==> config.mk <==
export PLATFORM = sky130hd
export DESIGN_NAME = sipo_frame_loader_flat
export DESIGN_NICKNAME = d
export VERILOG_FILES = /design/src/rtl/sipo_frame_loader_if.sv /design/src/rtl/sipo_frame_loader.sv /design/src/flat_wrapper.sv
export SDC_FILE = /design/constraint.sdc
export NUM_CORES = 1
export LEC_CHECK = 0
export ABC_AREA = 1
export BUFFER_PORTS_ARGS = -buffer_cell sky130_fd_sc_hd__buf_4
export CORE_ASPECT_RATIO = 1.25
export CORE_MARGIN = 3
export CORE_UTILIZATION = 40
export DETAILED_ROUTE_END_ITERATION = 6
export GPL_ROUTABILITY_DRIVEN = 1
export PLACE_DENSITY_LB_ADDON = 0.2
export SYNTH_ARGS = -nofsm -noshare
export SYNTH_HDL_FRONTEND = slang
export SYNTH_SLANG_ARGS = --single-unit
==> constraint.sdc <==
create_clock -name CLK_BAR -period 1.3 [get_ports CLK_BAR]
set_input_delay 0 -clock CLK_BAR [delete_from_list [all_inputs] [get_ports CLK_BAR]]
set_output_delay 0 -clock CLK_BAR [all_outputs]
set_load 0.1 [all_outputs]
==> src/rtl/sipo_frame_loader_if.sv <==
// sipo_frame_loader_if: serial strobe/start/ack inputs and held word/status outputs of the frame loader
interface sipo_frame_loader_if #(parameter int N = 8, parameter int CNT_W = 3);
  logic serial_in;
  logic serial_en;
  logic start;
  logic data_ack;
  logic [N-1:0] data_out;
  logic word_pending;
  logic busy;
  logic [CNT_W-1:0] bit_count;
  logic frame_err;
  logic overrun;
  modport master(
    output serial_in, serial_en, start, data_ack,
    input data_out, word_pending, busy, bit_count, frame_err, overrun
  );
  modport slave(
    input serial_in, serial_en, start, data_ack,
    output data_out, word_pending, busy, bit_count, frame_err, overrun
  );
endinterface

==> src/rtl/sipo_frame_loader.sv <==
// sipo_frame_loader: assembles N serial bits into a held, ack-qualified word for a downstream PIPO bank
module sipo_frame_loader #(
  parameter int N = 8,
  parameter int CNT_W = 3,
  parameter bit MSB_FIRST = 1'b1
) (
  input logic CLK_BAR,
  input logic CLR,
  sipo_frame_loader_if.slave bus
);
  typedef enum logic {IDLE, SHIFT} state_t;
  state_t state, state_n;
  logic [N-1:0] sr, sr_n, dout, dout_n, shifted;
  logic [CNT_W-1:0] cnt, cnt_n;
  logic pend, pend_n, ferr, ferr_n, ovr, ovr_n;
  assign shifted = MSB_FIRST ? {sr[N-2:0], bus.serial_in} : {bus.serial_in, sr[N-1:1]};
  always_ff @(negedge CLK_BAR) begin
    if (CLR) begin
      state <= IDLE;
      sr <= '0;
      dout <= '0;
      cnt <= '0;
      pend <= 1'b0;
      ferr <= 1'b0;
      ovr <= 1'b0;
    end else begin
      state <= state_n;
      sr <= sr_n;
      dout <= dout_n;
      cnt <= cnt_n;
      pend <= pend_n;
      ferr <= ferr_n;
      ovr <= ovr_n;
    end
  end
  // completion wins over a same-edge ack, so pend_n is overridden to 1 there
  always_comb begin
    state_n = state;
    sr_n = sr;
    dout_n = dout;
    cnt_n = cnt;
    pend_n = pend & ~bus.data_ack;
    ferr_n = 1'b0;
    ovr_n = ovr;
    if (state == IDLE) begin
      if (bus.start) begin
        state_n = SHIFT;
        sr_n = '0;
        cnt_n = '0;
      end
    end else if (bus.start) begin
      sr_n = '0;
      cnt_n = '0;
      ferr_n = 1'b1;
    end else if (bus.serial_en) begin
      sr_n = shifted;
      cnt_n = cnt + 1'b1;
      if (cnt == CNT_W'(N - 1)) begin
        dout_n = shifted;
        cnt_n = '0;
        state_n = IDLE;
        pend_n = 1'b1;
        ovr_n = ovr | (pend & ~bus.data_ack);
      end
    end
  end
  assign bus.data_out = dout;
  assign bus.word_pending = pend;
  assign bus.busy = (state == SHIFT);
  assign bus.bit_count = cnt;
  assign bus.frame_err = ferr;
  assign bus.overrun = ovr;
endmodule

==> src/flat_wrapper.sv <==
// flat-port wrapper written by rule: the top's interface ports become plain ports
module sipo_frame_loader_flat 
#(
  parameter int N = 8,
  parameter int CNT_W = 3,
  parameter bit MSB_FIRST = 1'b1
)
  (CLK_BAR, CLR, bus_serial_in, bus_serial_en, bus_start, bus_data_ack, bus_data_out, bus_word_pending, bus_busy, bus_bit_count, bus_frame_err, bus_overrun);
  sipo_frame_loader_if #(.N(N), .CNT_W(CNT_W)) bus_i ();
  input logic CLK_BAR;
  input logic CLR;
  input wire logic [$bits(bus_i.serial_in)-1:0] bus_serial_in;
  input wire logic [$bits(bus_i.serial_en)-1:0] bus_serial_en;
  input wire logic [$bits(bus_i.start)-1:0] bus_start;
  input wire logic [$bits(bus_i.data_ack)-1:0] bus_data_ack;
  output wire logic [$bits(bus_i.data_out)-1:0] bus_data_out;
  output wire logic [$bits(bus_i.word_pending)-1:0] bus_word_pending;
  output wire logic [$bits(bus_i.busy)-1:0] bus_busy;
  output wire logic [$bits(bus_i.bit_count)-1:0] bus_bit_count;
  output wire logic [$bits(bus_i.frame_err)-1:0] bus_frame_err;
  output wire logic [$bits(bus_i.overrun)-1:0] bus_overrun;
  assign bus_i.serial_in = bus_serial_in;
  assign bus_i.serial_en = bus_serial_en;
  assign bus_i.start = bus_start;
  assign bus_i.data_ack = bus_data_ack;
  assign bus_data_out = bus_i.data_out;
  assign bus_word_pending = bus_i.word_pending;
  assign bus_busy = bus_i.busy;
  assign bus_bit_count = bus_i.bit_count;
  assign bus_frame_err = bus_i.frame_err;
  assign bus_overrun = bus_i.overrun;
  sipo_frame_loader #(.N(N), .CNT_W(CNT_W), .MSB_FIRST(MSB_FIRST)) u_core (.CLK_BAR(CLK_BAR), .CLR(CLR), .bus(bus_i));
endmodule
### Yosys cells after proc, flatten, opt, wreduce, memory -nomap -nowiden

Index checks and enable logic that the tools add are counted.

* flip-flop bits (word level): 22
* output and inout bits: 15
* logic and storage cells: 37

* $add $sub $neg: 1
* eq/ne operators: 1
* multiplexer cells: 18
* bitwise operators: 5
* reduce and logical (&&, ||, !) cells: 5

Operators by type and width (count)
* $mux W7: 4
* $mux W3: 5
* $mux W1: 9
* $reduce_and A4 Y1: 1
* $reduce_bool A2 Y1: 2
* $add A3 B1 Y3 const B: 1
* $eq A3 B3 Y1 const B: 1
* $not A1 Y1: 3
* $reduce_and A2 Y1: 1
* $reduce_or A2 Y1: 1
* $and A1 B1 Y1: 1
* $or A1 B1 Y1: 1

### Logic depth before layout (Yosys ltp)

* depth in word-level cells: 6
* depth in mapped cells: 9
* gate-level depth less buffers: 8

==> results.sh <==
export IMPL_run_status="complete, but fails checks"
export IMPL_violated_checks="negative setup slack"
export IMPL_r2r_cells=9
export IMPL_chipHeight_um=59.2
export IMPL_critical_path_slowest_cell="sky130_fd_sc_hd__dfxtp_2"
export IMPL_gpl_final_weighted_congestion=0.728
export IMPL_finalSetupViolCount=18
export IMPL_die_area_mm2=0.00288
export IMPL_p_leak_nw=0.773
export IMPL_final_hold_violation_count=0
export IMPL_clk_pin_slew_ns=0.05
export IMPL_clock_tree_root_cell="sky130_fd_sc_hd__clkbuf_4"
export IMPL_vias_per_cell=4.62
export IMPL_path_max_fanout=2
export IMPL_numCtsBuffers=3
export IMPL_detailroute_via_count=970
export IMPL_grt_usage=0.174
export IMPL_setup_worst_path_start_class="flop"
export IMPL_holdPathStages=2
export IMPL_cts_tree="done"
export IMPL_synth_lib_cells_used_distinct=15
export IMPL_drt_antenna_violating_nets=0
export IMPL_num_rows=18
export IMPL_final_max_slew_viol_count=0
export IMPL_iteration_0_drc_count_of_the_detailed_router=17
export IMPL_drive_above_1_share=0.389
export IMPL_cap_violations=0
export IMPL_io_buffer_count=20
export IMPL_vdd_drop_max_mv=0.852
export IMPL_syn_instance_count=123
export IMPL_grt_pass1_vias=997
export IMPL_syn_num_nets=132
export IMPL_grt_overflow=0
export IMPL_ys_seq_area_frac=0.486
export IMPL_clock_skew_ns=0.0170
export IMPL_grt_first_pass_wirelength_mm=3.82
export IMPL_starting_density=0.437
export IMPL_syn_area_per_cell_um2=7.36
export IMPL_antenna_found_initial=0
export IMPL_power_density_mw_per_mm2=876
export IMPL_critPathTopFamily="flip-flops"
export IMPL_hold_path_class="reg -> reg"
export IMPL_cts_sinks=22
export IMPL_worst_pin_slew_ns=0.318
export IMPL_power_mw=1.40
export IMPL_grt_setup_unrepaired="true"
export IMPL_syn_cell_area_um2=906
export IMPL_final_critical_path_setup_slack_ns=-0.263
export IMPL_crit_cells=1
export IMPL_cp_cell_sequence="buf_12"
export IMPL_slew_headroom=0.788
export IMPL_critical_path_max_stage_delay_ns=0.35
export IMPL_ys_warn_count=0
export IMPL_detailedPlacementHpwl_mm=1.35
export IMPL_worstSetupPathType="reg -> out"
export IMPL_syn_to_final_growth_pct=76.8
export IMPL_boundaryPins=21
export IMPL_required_time_of_the_critical_path_ns=1.30
export IMPL_floorplan_core_area_mm2=0.00207
export IMPL_ctsHtreeMaxLevel=1
export IMPL_finalNetCount=190
export IMPL_totalWireLength_mm=2.36
export IMPL_die_width_um=48.6
export IMPL_pre_cts_slack_ns=-0.139
export IMPL_clk_path_buf_depth=2
export IMPL_route_detailed_wl_per_inst_um=11.2
export IMPL_critical_path_buf_inv_count=1
export IMPL_synth_seq_cells=22
export IMPL_pin_count_of_the_biggest_net_entering_global_routing=14
export IMPL_firstDrtPassIters=4
export IMPL_timing_critical_path_to_type="output port"
export IMPL_insertedDiodeCount=0
export IMPL_clock_latency_ns=0.39
export IMPL_data_arrival_time_at_the_worst_slack_endpoint_ns=1.56
export IMPL_drc=0
-- power breakdown --
part           switching [mW]  total, mW  internal [mW]
registers             0.00528      0.682          0.676
clock network           0.379      0.586          0.207
logic                  0.0827      0.136         0.0531
-- cells in the mapped netlist --
cell	number	area, µm²
sky130_fd_sc_hd__nand2_1	26	97.6
sky130_fd_sc_hd__dfxtp_1	22	440
sky130_fd_sc_hd__nor2_1	21	78.8
sky130_fd_sc_hd__inv_1	14	52.6
sky130_fd_sc_hd__a21oi_1	13	65.1
sky130_fd_sc_hd__nand3_1	11	55.1
sky130_fd_sc_hd__nand2_2	5	31.3
sky130_fd_sc_hd__ha_1	3	37.5
sky130_fd_sc_hd__buf_2	2	10.0
sky130_fd_sc_hd__buf_4	1	7.51
sky130_fd_sc_hd__buf_6	1	11.3
sky130_fd_sc_hd__clkbuf_1	1	3.75
sky130_fd_sc_hd__inv_2	1	3.75
sky130_fd_sc_hd__nor2_2	1	6.26
sky130_fd_sc_hd__nor3_1	1	5.00
-- layout make-up --
class                      count  area [µm²]
fill                         157         470
sequential                    22         469
timing repair buffer          36         469
multi-input combinational     82         457
clock inverter                23        88.8
inverter                      14        57.6
tap                           30        37.5
clock buffer                   3        22.5
-- cells in the final DEF (no fill, tap or decap) --
cell type | netlist | layout
sky130_fd_sc_hd__inv_1 | 14 | 34
sky130_fd_sc_hd__nand2_1 | 26 | 23
sky130_fd_sc_hd__nor2_1 | 21 | 20
sky130_fd_sc_hd__buf_4 | 1 | 18
sky130_fd_sc_hd__buf_12 | 0 | 15
sky130_fd_sc_hd__a21oi_1 | 13 | 13
sky130_fd_sc_hd__nand3_1 | 11 | 11
sky130_fd_sc_hd__dfxtp_2 | 0 | 11
sky130_fd_sc_hd__dfxtp_1 | 22 | 7
sky130_fd_sc_hd__nand2_2 | 5 | 5
sky130_fd_sc_hd__dfxtp_4 | 0 | 4
sky130_fd_sc_hd__nand2_4 | 0 | 3
sky130_fd_sc_hd__clkbuf_4 | 0 | 3
sky130_fd_sc_hd__buf_6 | 1 | 3
sky130_fd_sc_hd__nor2_4 | 0 | 2
sky130_fd_sc_hd__ha_4 | 0 | 2
sky130_fd_sc_hd__inv_6 | 0 | 1
sky130_fd_sc_hd__nand2_8 | 0 | 1
sky130_fd_sc_hd__inv_2 | 1 | 1
sky130_fd_sc_hd__nor3_1 | 1 | 1
sky130_fd_sc_hd__ha_1 | 3 | 1
sky130_fd_sc_hd__inv_4 | 0 | 1
-- flip-flops by register name (all words and copies together), names as in the netlist --
register,flops
u_core.bus.frame_err,1
u_core.bus.overrun,1
u_core.sr,7
u_core.bus.bit_count,3
u_core.bus.busy,1
u_core.bus.word_pending,1
u_core.bus.data_out,8
-- through the flow --
stage / instances / hold WS, ns / instance area, µm² / setup TNS, ns / utilization
after floorplan: 123 / 0.447 / 970 / -0.639 / -
after global placement: 178 / 0.439 / 1200 / -0.784 / 0.579
after detailed placement: 178 / 0.448 / 1200 / -1.24 / 0.579
after CTS: 205 / 0.471 / 1540 / -3.90 / 0.744
after global routing: 210 / 0.494 / 1600 / -4.88 / 0.773
final: 210 / 0.475 / 1600 / -3.74 / 0.773
-- metal layers --
metal  vias up  GRT usage  part of all wire  wire [µm]
li1        496          -                 -          -
met3         6     0.0705             0.030         71
met1       451      0.154              0.42        978
met5         -          0                 0          0
met2        17      0.327              0.54       1260
met4         0      0.118             0.019         44
-- path summary, 6_finish.rpt --
kind                                   startpoint  slack, ns                             endpoint
max           u_core.bus.data_out[0]$_SDFFE_NP0P_      -0.26                      bus_data_out[0]
max reg2reg  u_core.bus.bit_count[0]$_SDFFE_NP0P_      -0.04  u_core.bus.data_out[6]$_SDFFE_NP0P_
min reg2reg       u_core.bus.overrun$_SDFFE_NP0P_       0.48      u_core.bus.overrun$_SDFFE_NP0P_
min               u_core.bus.overrun$_SDFFE_NP0P_       0.48      u_core.bus.overrun$_SDFFE_NP0P_
-- what timing repair did --
action                     4_1_cts  5_1_grt
hold buffers                     0        0
pin swaps                        2        5
cloned                           1        0
setup buffers                    1        6
setup endpoints to repair       18       22
hold endpoints to repair         0        0
gates resized for setup         51        7
-- cell families after synthesis --
| logic type | after synthesis | synth area share |
|---|---|---|
| compound gates | 13 | 0.0718 |
| fa+ha+maj | 3 | 0.0414 |
| flops | 22 | 0.486 |
| simple gates | 65 | 0.302 |
| buf+inv | 20 | 0.0981 |
Note: power is estimated with default switching activity, not from simulation.
